## config.mk

```make
export PLATFORM = sky130hd
export DESIGN_NAME = imem_loader
export DESIGN_NICKNAME = d
export VERILOG_FILES = /design/src/rtl/mips_loader_pkg.sv /design/src/rtl/byte_word_packer.sv /design/src/rtl/imem_loader.sv
export SDC_FILE = /design/constraint.sdc
export NUM_CORES = 1
export LEC_CHECK = 0
export ABC_AREA = 1
export CAP_MARGIN = 40
export CORE_ASPECT_RATIO = 0.7
export CORE_UTILIZATION = 50
export CTS_CLUSTER_DIAMETER = 60
export DETAILED_ROUTE_END_ITERATION = 10
export GPL_TIMING_DRIVEN = 0
export PLACE_DENSITY = 0.79
export REMOVE_ABC_BUFFERS = 1
export SLEW_MARGIN = 20
export SYNTH_ARGS = -nofsm -noshare
export SYNTH_HDL_FRONTEND = slang
export SYNTH_SLANG_ARGS = --single-unit
```

## constraint.sdc

```tcl
create_clock -name clk -period 2 [get_ports clk]
set_input_delay 0.4 -clock clk [delete_from_list [all_inputs] [get_ports clk]]
set_output_delay 0.4 -clock clk [all_outputs]
set_load 0.03 [all_outputs]
```

## src/rtl/mips_loader_pkg.sv

```systemverilog
// Shared definitions for the instruction-memory loader: state encoding,
// word geometry and capacity helpers.
package mips_loader_pkg;

    typedef enum logic [1:0] {
        IDLE  = 2'd0,
        LOAD  = 2'd1,
        DRAIN = 2'd2,
        DONE  = 2'd3
    } state_e;

    localparam int unsigned BYTES_PER_WORD = 32'd4;
    localparam logic [1:0]  LAST_BYTE_IDX  = 2'(BYTES_PER_WORD - 32'd1);
    localparam int unsigned DEFAULT_ADDR_W = 32'd8;
    localparam int unsigned IMEM_WORDS     = 32'd1 << DEFAULT_ADDR_W;

    // Capacity in 32-bit words for a given word-address width.
    function automatic int unsigned imem_words(input int unsigned addr_w);
        return 32'd1 << addr_w;
    endfunction

endpackage

```

## src/rtl/byte_word_packer.sv

```systemverilog
// Assembles big-endian 32-bit words from a byte stream. The first byte of a
// word lands in [31:24]; a byte flagged last completes the word early with
// the unfilled low bytes reading as zero.
module byte_word_packer
    import mips_loader_pkg::*;
(
    input  logic        clk,
    input  logic        reset,
    input  logic        clear,
    input  logic        byte_valid,
    input  logic [7:0]  byte_data,
    input  logic        byte_last,
    output logic        word_done,
    output logic [31:0] word
);

    logic [1:0]  idx_r;
    logic [23:0] shreg_r;
    logic [31:0] word_s;
    logic        word_done_s;

    // Merge the incoming byte into its slot and flag a completed word.
    always_comb begin
        word_s = 32'h0000_0000;
        case (idx_r)
            2'd0:    word_s = {byte_data, 24'h00_0000};
            2'd1:    word_s = {shreg_r[23:16], byte_data, 16'h0000};
            2'd2:    word_s = {shreg_r[23:8], byte_data, 8'h00};
            2'd3:    word_s = {shreg_r, byte_data};
            default: word_s = 32'h0000_0000;
        endcase
        word_done_s = byte_valid && (byte_last || (idx_r == LAST_BYTE_IDX));
    end

    // Byte index and partial-word storage; both restart after each word.
    always_ff @(posedge clk) begin
        if (!reset) begin
            idx_r   <= 2'd0;
            shreg_r <= 24'h00_0000;
        end else if (clear) begin
            idx_r   <= 2'd0;
            shreg_r <= 24'h00_0000;
        end else if (word_done_s) begin
            idx_r   <= 2'd0;
            shreg_r <= 24'h00_0000;
        end else if (byte_valid) begin
            idx_r   <= idx_r + 2'd1;
            shreg_r <= word_s[31:8];
        end else begin
            idx_r   <= idx_r;
            shreg_r <= shreg_r;
        end
    end

    assign word_done = word_done_s;
    assign word      = word_s;

endmodule

```

## src/rtl/imem_loader.sv

```systemverilog
// Fills instruction memory from a byte stream and keeps the CPU in reset
// until the whole image has been written. Writes stop at capacity; later
// bytes are swallowed and flagged as overflow.
module imem_loader
    import mips_loader_pkg::*;
#(
    parameter int unsigned ADDR_W = 8
) (
    input  logic              clk,
    input  logic              reset,
    input  logic              start,
    input  logic [7:0]        s_data,
    input  logic              s_valid,
    input  logic              s_last,
    output logic              s_ready,
    output logic              mem_we,
    output logic [ADDR_W-1:0] mem_addr,
    output logic [31:0]       mem_wdata,
    output logic              cpu_reset,
    output logic              done,
    output logic              error,
    output logic [ADDR_W:0]   word_count
);

    localparam logic [ADDR_W:0]   WORDS_C  = (ADDR_W + 1)'(imem_words(ADDR_W));
    localparam logic [ADDR_W-1:0] ADDR_MAX = {ADDR_W{1'b1}};

    state_e            state_r, state_s;
    logic              s_ready_r, s_ready_s;
    logic              mem_we_r, mem_we_s;
    logic [ADDR_W-1:0] mem_addr_r, mem_addr_s;
    logic [31:0]       mem_wdata_r, mem_wdata_s;
    logic              cpu_reset_r, cpu_reset_s;
    logic              done_r, done_s;
    logic              error_r, error_s;
    logic [ADDR_W:0]   word_count_r, word_count_s;

    logic              accept_s;
    logic              start_ok_s;
    logic              overflow_s;
    logic [ADDR_W:0]   count_eff_s;
    logic              word_done_s;
    logic [31:0]       word_s;

    // Handshake qualification; the count includes a write still in flight so
    // that a byte arriving right after the final word is seen as overflow.
    always_comb begin
        accept_s    = s_valid && s_ready_r;
        start_ok_s  = start && ((state_r == IDLE) || (state_r == DONE));
        count_eff_s = word_count_r + {{ADDR_W{1'b0}}, mem_we_r};
        overflow_s  = (count_eff_s == WORDS_C);
    end

    byte_word_packer u_packer (
        .clk        (clk),
        .reset      (reset),
        .clear      (start_ok_s),
        .byte_valid (accept_s && !overflow_s),
        .byte_data  (s_data),
        .byte_last  (s_last),
        .word_done  (word_done_s),
        .word       (word_s)
    );

    // Next-state and next-output logic; address and count advance the cycle
    // after each write, the address saturating at the top word.
    always_comb begin
        state_s      = state_r;
        s_ready_s    = 1'b0;
        mem_we_s     = 1'b0;
        mem_wdata_s  = mem_wdata_r;
        cpu_reset_s  = cpu_reset_r;
        done_s       = done_r;
        error_s      = error_r;
        word_count_s = count_eff_s;
        if (mem_we_r && (mem_addr_r != ADDR_MAX)) begin
            mem_addr_s = mem_addr_r + ADDR_W'(1);
        end else begin
            mem_addr_s = mem_addr_r;
        end

        case (state_r)
            IDLE, DONE: begin
                if (start_ok_s) begin
                    state_s      = LOAD;
                    s_ready_s    = 1'b1;
                    cpu_reset_s  = 1'b1;
                    done_s       = 1'b0;
                    error_s      = 1'b0;
                    mem_addr_s   = {ADDR_W{1'b0}};
                    word_count_s = {(ADDR_W + 1){1'b0}};
                end else begin
                    state_s = state_r;
                end
            end
            LOAD: begin
                s_ready_s = 1'b1;
                if (accept_s) begin
                    if (overflow_s) begin
                        error_s = 1'b1;
                    end else if (word_done_s) begin
                        mem_we_s    = 1'b1;
                        mem_wdata_s = word_s;
                    end else begin
                        mem_we_s = 1'b0;
                    end
                    if (s_last) begin
                        state_s   = DRAIN;
                        s_ready_s = 1'b0;
                    end else begin
                        state_s = LOAD;
                    end
                end else begin
                    state_s = LOAD;
                end
            end
            DRAIN: begin
                state_s     = DONE;
                done_s      = 1'b1;
                cpu_reset_s = 1'b0;
            end
            default: begin
                state_s = IDLE;
            end
        endcase
    end

    // State and registered outputs with synchronous active-low reset.
    always_ff @(posedge clk) begin
        if (!reset) begin
            state_r      <= IDLE;
            s_ready_r    <= 1'b0;
            mem_we_r     <= 1'b0;
            mem_addr_r   <= {ADDR_W{1'b0}};
            mem_wdata_r  <= 32'h0000_0000;
            cpu_reset_r  <= 1'b1;
            done_r       <= 1'b0;
            error_r      <= 1'b0;
            word_count_r <= {(ADDR_W + 1){1'b0}};
        end else begin
            state_r      <= state_s;
            s_ready_r    <= s_ready_s;
            mem_we_r     <= mem_we_s;
            mem_addr_r   <= mem_addr_s;
            mem_wdata_r  <= mem_wdata_s;
            cpu_reset_r  <= cpu_reset_s;
            done_r       <= done_s;
            error_r      <= error_s;
            word_count_r <= word_count_s;
        end
    end

    assign s_ready    = s_ready_r;
    assign mem_we     = mem_we_r;
    assign mem_addr   = mem_addr_r;
    assign mem_wdata  = mem_wdata_r;
    assign cpu_reset  = cpu_reset_r;
    assign done       = done_r;
    assign error      = error_r;
    assign word_count = word_count_r;

endmodule

```

==> metrics.txt, run 1 <==
status=finished, violations left; failing checks=setup timing; Port Buf Inserts=66; maxcap violations=0; H-tree depth=3; die area=8140 µm²; fin. max-slew vios=0; Remaining DRCs=0; Max FO, Critical Path=28; number of flops mapped to enable cells by yosys=0; HPWL Detailed=6420 µm; Sink Count=82; Via density=5.27; Final Hold Viols=0; Reg clk slew, reported paths=0.08 ns; Post-DP Area=4590 µm²; FMAX=470 MHz; clock buffer depth=2; TritonCTS clock tree=yes; CP arrival=between 2 and 2.5 ns; RePlAce Congestion=0.851; FP Rows=26; critical path class=reg -> reg; Gate power share=11.5%; CP endpoint kind=flop; antenna violations before repair=0; sequential fraction of the synthesis area=between 40% and 50%; PD cells=616 nW/µm²; Netlist cell types=29; Final setup violation count=15; RSZ-0062 raised after global routing=yes; area of the multi-input gates=2010 µm²; Post-synth top flop=dfxtp_1; initial DRC count=316; area growth from synthesis to layout=36.0%; Initial Util=52.4%; IO Pins=67; CP Launch Type=flop; final core occ=71.3%; Core ar.=around 7400 µm²; Mapped Avg Cell Area=6.90 µm²; clock power share=37.1%; sequential share of power=51.4%; min-delay worst type=reg -> reg; r2r endpoint=u_packer.shreg_r[3]$_SDFFE_PP0P_; via count=about 4000; Period minus WS final=2.13 ns; vias in the first global route=3567; first-pass GRT wire length=16600 µm; Nets=667; WHS Endpoint=u_packer.shreg_r[6]$_SDFFE_PP0P_; Routed WL=10800 µm; most frequent cells in the layout=nand2_1, dfxtp_1, inv_1, nor2_1, clkdlybuf4s50_1; CTS Root Cell=clkbuf_8; Tightest Pin Transition=~0.52 ns; grt total ovfl=0; Final Instance Area=5290 µm²; Worst Reg-to-Reg Cells=7; Hold Path Stages=2; Die Width=107 µm; fill cell count=570; Pleak=between 2 and 2.5 nW; remaining antenna violation count=0; Place WS=-1.13 ns; required time worst endpoint=2.28 ns; wire length per cell=around 14 µm; internal power=0.00241 W; die height=75.8 µm; Sequential Area=1650 µm²; largest net degree at the start of global routing=29; switch share=26.1%; share of layout cells above drive strength 1=~16%; Cell Area, Synth=3890 µm²; worst reg2reg path startpoint=u_packer.idx_r[0]$_SDFFE_PP0P_; Synth async-reset ratio=0%; Peak VDD IR=0.361 mV; first drt pass iteration count=5; # hold bufs at CTS=0; R2R Setup Slk=-0.13 ns; Skew-Pair Late Insertion Delay=between 0.3 and 0.4 ns; post-synthesis cell count=564; Hold Startpoint=u_packer.shreg_r[6]$_SDFFE_PP0P_; diode count=0; Synth Warn #=0; commonest non-fill, non-tap cell in the layout=nand2_1; Net Switching=0.000851 W; final worst-path cycle share=106%; clk_skew=0.00816 ns; Final WS setup=-0.130 ns; Tot GR Track Use=26.1%; worst relative slew slack=65.4%; flop and latch count out of synthesis=82; cts bufs inserted=9
## layout make-up
class	instances	area share, %
Sequential cell	82	31.2
Inverter	82	5.89
Tap cell	98	2.32
Timing Repair Buffer	95	19.0
Multi-Input combinational cell	375	37.9
Clock buffer	12	2.74
Clock inverter	4	0.969
## metrics by stage
stage	instances	setup TNS, ns	total power (W)	hold WS (ns)
floorplan	538	-59.48	0.00190	0.440
global placement	702	-150.38	0.00203	0.447
detailed placement	708	-63.11	0.00204	0.455
CTS	744	-0.0267	0.00325	0.467
global route	748	-6.56	0.00338	0.481
finish	748	-0.253	0.00326	0.468
## logic make-up after synthesis
| family | Yosys count | share of synthesized area [%] |
|---|---|---|
| fa+ha+maj | 9 | 2.89 |
| buf+inv | 108 | 12.3 |
| xor+xnor | 1 | 0.225 |
| simple gates | 280 | 29.8 |
| flops | 82 | 42.2 |
| compound gates | 84 | 12.6 |
## what timing repair did
item,CTS,global route
gates resized for setup,38,45
cloned,2,2
buffers inserted,18,2
pin swaps,11,18
setup endpoints to repair,77,66
## critical path, stage by stage (launching register included)
cell and delay (ns):
dfxtp_1 0.40, inv_1 0.10, ha_1 0.36, inv_4 0.29, nand2_1 0.14, o21ai_0 0.41
nand3_1 0.18, a21oi_2 0.17
## cells in the mapped netlist, drive strengths merged (3+ instances only)
cell	number	area, µm²
o21bai	5	37.5
clkbuf	8	30.0
buf	18	141
nor3	6	30.0
a32o	8	80.1
nand2	144	553
o21ai	22	110
dfxtp	82	1640
nor2	86	340
nand4	3	18.8
inv	81	304
nand3	39	200
ha	9	113
a22oi	4	30.0
a21oi	41	205
## state kept, by name (all words and copies together), names as in the netlist
| name | flops |
|---|---|
| mem_wdata | 32 |
| u_packer.shreg_r | 24 |
| word_count | 9 |
| mem_addr | 8 |
| state_r | 2 |
| u_packer.idx_r | 2 |
| cpu_reset | 1 |
| done | 1 |
| error | 1 |
| mem_we | 1 |
| s_ready | 1 |
## per-layer routing
metal / GRT usage [%] / up-vias / wire length, µm
li1: - / 1932 / -
met1: 33.3 / 1839 / 4730
met2: 44.9 / 141 / 5260
met3: 5.99 / 28 / 612
met4: 7.76 / 0 / 221
met5: 0 / - / 0
## worst max-delay path by stage
stage | from | to
final | u_packer.idx_r[0]$_SDFFE_PP0P_ | u_packer.shreg_r[3]$_SDFFE_PP0P_
after global routing | mem_we$_SDFF_PP0_ | mem_wdata[5]$_SDFFE_PN0P_
after CTS | mem_we$_SDFF_PP0_ | u_packer.shreg_r[11]$_SDFFE_PP0P_
after detailed placement | mem_we$_SDFF_PP0_ | mem_wdata[29]$_SDFFE_PN0P_
after global placement | s_valid | mem_wdata[18]$_SDFFE_PN0P_
after floorplan | mem_we$_SDFF_PP0_ | mem_wdata[18]$_SDFFE_PN0P_
## power groups by stage
stage | Clock [W] | Sequential [W] | Combinational (W)
6_report | 0.00121 | 0.00168 | 0.000373
5_1_grt | 0.00130 | 0.00168 | 0.000405
3_5_place_dp | 0 | 0.00171 | 0.000329
3_3_place_gp | 0 | 0.00171 | 0.000313
2_1_floorplan | 0 | 0.00175 | 0.000149
4_1_cts | 0.00122 | 0.00167 | 0.000352
No activity file was read; power rests on OpenSTA's default activity.
==> run 2: changes to the inputs <==
==> constraint.sdc (replaced) <==
create_clock -name clk -period 2 [get_ports clk]
set_input_delay 0.4 -clock clk [delete_from_list [all_inputs] [get_ports clk]]
set_output_delay 0.4 -clock clk [all_outputs]
set_load 0.005 [all_outputs]
==> results of run 2 <==
Same layout as run 1 (identical final DEF). Status: finished, violations left: setup timing.
Among the figures that moved: total power 0.00326 W -> 0.00322 W; worst IR drop on VDD 0.361 mV -> 0.360 mV
==> run 3: changes to the inputs <==
--- a/config.mk
+++ b/config.mk
@@ -14,7 +14,6 @@
 export GPL_TIMING_DRIVEN = 0
 export PLACE_DENSITY = 0.79
 export REMOVE_ABC_BUFFERS = 1
-export SLEW_MARGIN = 20
 export SYNTH_ARGS = -nofsm -noshare
 export SYNTH_HDL_FRONTEND = slang
 export SYNTH_SLANG_ARGS = --single-unit
==> run 3 against run 2 <==
  * The run still ends with setup timing left
  * Sequential power is essentially flat
  * Largest power group unchanged
  * Cell count grew 0.27%
  * Combinational power grew 15%
==> metrics.txt, run 3 (synthesis gave the netlist of run 1 again) <==
Cells after DPL=708 (unchanged); final worst-path cycle share=106% (-0.68 points); remaining antenna violation count=0 (unchanged); FP Rows=26 (unchanged); TritonCTS clock tree=yes; vias in the first global route=3597 (+0.84%); CTS Root Cell=clkbuf_8; largest net degree at the start of global routing=29 (unchanged); first-pass GRT wire length=17100 µm (+3.0%); Port Buf Inserts=66 (unchanged); Most Crowded Layer GR=met2; Final Non-Filler Cells=750 (+0.27%); area growth from synthesis to layout=41.2%; Tot GR Track Use=27.2% (+1.1 points); min-delay worst type=reg -> reg; worst hold margin=0.469 ns (+0.000430 ns); die height=75.8 µm (unchanged); Period minus WS final=2.12 ns (-0.0136 ns); Reg clk slew, reported paths=0.08 ns (about the same); Routed WL=12100 µm (+12%); CP Launch Type=flop; Final Instance Area=5490 µm² (+3.8%); PD cells=approximately 600 nW/µm²; Pleak=2.25 nW (+1.3%); cell family with most CP delay=simple AND/OR/NAND/NOR gates; Final WS setup=-0.116 ns (+0.0136 ns); failing checks=setup timing; Core ar.=7420 µm² (unchanged); status=finished, violations left; biggest cell delay along the critical path=0.39 ns (-0.02 ns); critical path class=reg -> reg; die area=8140 µm² (unchanged); Max FO, Critical Path=5 (-82%); cts bufs inserted=9 (unchanged); Tightest Pin Transition=0.498 ns (-0.0204 ns); clk_skew=0.0132 ns (+0.00502 ns); wire length per cell=16.2 µm (+12%); FMAX=473 MHz (+0.64%); Slowest-stage cell, CP=dfxtp_4; IO Pins=67 (unchanged); worst relative slew slack=66.8% (+1.4 points); Sink Count=82 (unchanged); Largest register FFs=32 (unchanged); Post-DP Area=4600 µm² (+0.27%); Skew-Pair Late Insertion Delay=0.37 ns (+0.02 ns); initial DRC count=420 (+33%); RSZ-0062 raised after global routing=yes; CP endpoint kind=flop; most frequent cells in the layout=nand2_1, dfxtp_1, inv_1, nor2_1, clkdlybuf4s50_1; antenna violations before repair=0 (unchanged); # hold bufs at CTS=0 (unchanged); commonest non-fill, non-tap cell in the layout=nand2_1; buffer and inverter count on the worst path=2 (unchanged); grt total ovfl=0 (unchanged); HPWL Detailed=6440 µm (+0.28%); grt met3 use=8.30% (+2.3 points); Via density=5.43 (+3.1%); Initial Util=52.4% (unchanged); total negative setup slack=-2.31 ns (-2.06 ns); CP arrival=2.40 ns (about the same); Final setup violation count=43 (+28); fin. max-slew vios=0 (unchanged); RePlAce Congestion=0.851 (unchanged); H-tree depth=3 (unchanged); Final Hold Viols=0 (unchanged); share of layout cells above drive strength 1=19.3% (+3.0 points); Die Width=107 µm (unchanged); clock buffer depth=2 (unchanged); diode count=0 (unchanged); Remaining DRCs=0 (unchanged); first drt pass iteration count=5 (unchanged); crit-path cells=ha_4 > nand2_4 > nor2_4 > nor2_2 > nor2_2 > nand2_2 > nor2_4 > nand3_4 > nand4_1 > buf_6 > clkbuf_16 > nor2_1 > nor2_1; met1 usage=34.0% (+0.66 points); required time worst endpoint=2.29 ns (about the same); maxcap violations=0 (unchanged); Nets=669 (+0.30%); via count=4074 (+3.4%); Peak VDD IR=0.334 mV; met2 Use GR=45.0% (+0.14 points)
run 3: changes by cell type in the layout (fill, tap and decap cells not counted), moves of 3 or more:
| cell | previous run | this run |
|---|---|---|
| nand2_2 | 21 | 15 |
| nand2_1 | 120 | 125 |
| nor2_2 | 9 | 6 |
| nand2_8 | 1 | 6 |
| nor2_4 | 6 | 9 |
| a21oi_1 | 33 | 18 |
| nand3_1 | 36 | 33 |
| inv_1 | 78 | 75 |
| a21oi_2 | 8 | 22 |
run 3: power by group:
part	switching, W	internal (W)	leakage, nW
sequential	0.0000178	0.00166	0.665
clock	0.000625	0.000613	0.0966
combinational	0.000232	0.000151	1.49
total	0.000876	0.00242	2.25
run 3: final cells by class:
class | instances | area [µm²]
repair buffers | 93 | 1020
clock inverters | 4 | 51.3
inverters | 82 | 318
multi-input cells | 379 | 2180
fillers | 540 | 1930
well taps | 98 | 123
clock buffers | 12 | 145
flip-flops and latches | 82 | 1650
run 3: what timing repair did:
item | CTS | global route
gates cloned | 3 | 6
gates resized for setup | 53 | 65
pin swaps | 13 | 22
buffers inserted | 16 | 3
endpoints found under the setup margin | 77 | 61
run 3: final timing paths:
kind	depth (start not counted)	start	slack, ns	endpoint
worst min register to register	2	u_packer.shreg_r[6]$_SDFFE_PP0P_	0.47	u_packer.shreg_r[6]$_SDFFE_PP0P_
worst max-delay path	13	mem_we$_SDFF_PP0_	-0.12	mem_wdata[3]$_SDFFE_PN0P_
worst min-delay path	2	u_packer.shreg_r[6]$_SDFFE_PP0P_	0.47	u_packer.shreg_r[6]$_SDFFE_PP0P_
worst max register to register	13	mem_we$_SDFF_PP0_	-0.12	mem_wdata[3]$_SDFFE_PN0P_
run 3: per-layer routing:
layer | vias up | part of all wire (%)
li1 | 1950 | -
met1 | 1874 | 42
met2 | 204 | 47
met3 | 46 | 8.3
met4 | 0 | 3.1
met5 | - | 0
run 3: stage by stage:
step	total power (W)	setup WS (ns)	util [%]
3_5_place_dp	0.00201	-1.07	62.0
6_report	0.00330	-0.116	74.0
4_1_cts	0.00323	-0.0664	69.5
3_3_place_gp	0.00199	-2.66	60.7
5_1_grt	0.00341	-0.224	74.0
2_1_floorplan	0.00186	-1.41	-
run 3: tightest hold or removal path, delay by kind of cell, from the launching register on:
| kind | cells | cell delay, ns |
|---|---|---|
| AOI/OAI and AO/OA | 1 | 0.05 |
| DFF | 1 | 0.32 |
| and+or+nand+nor | 1 | 0.06 |
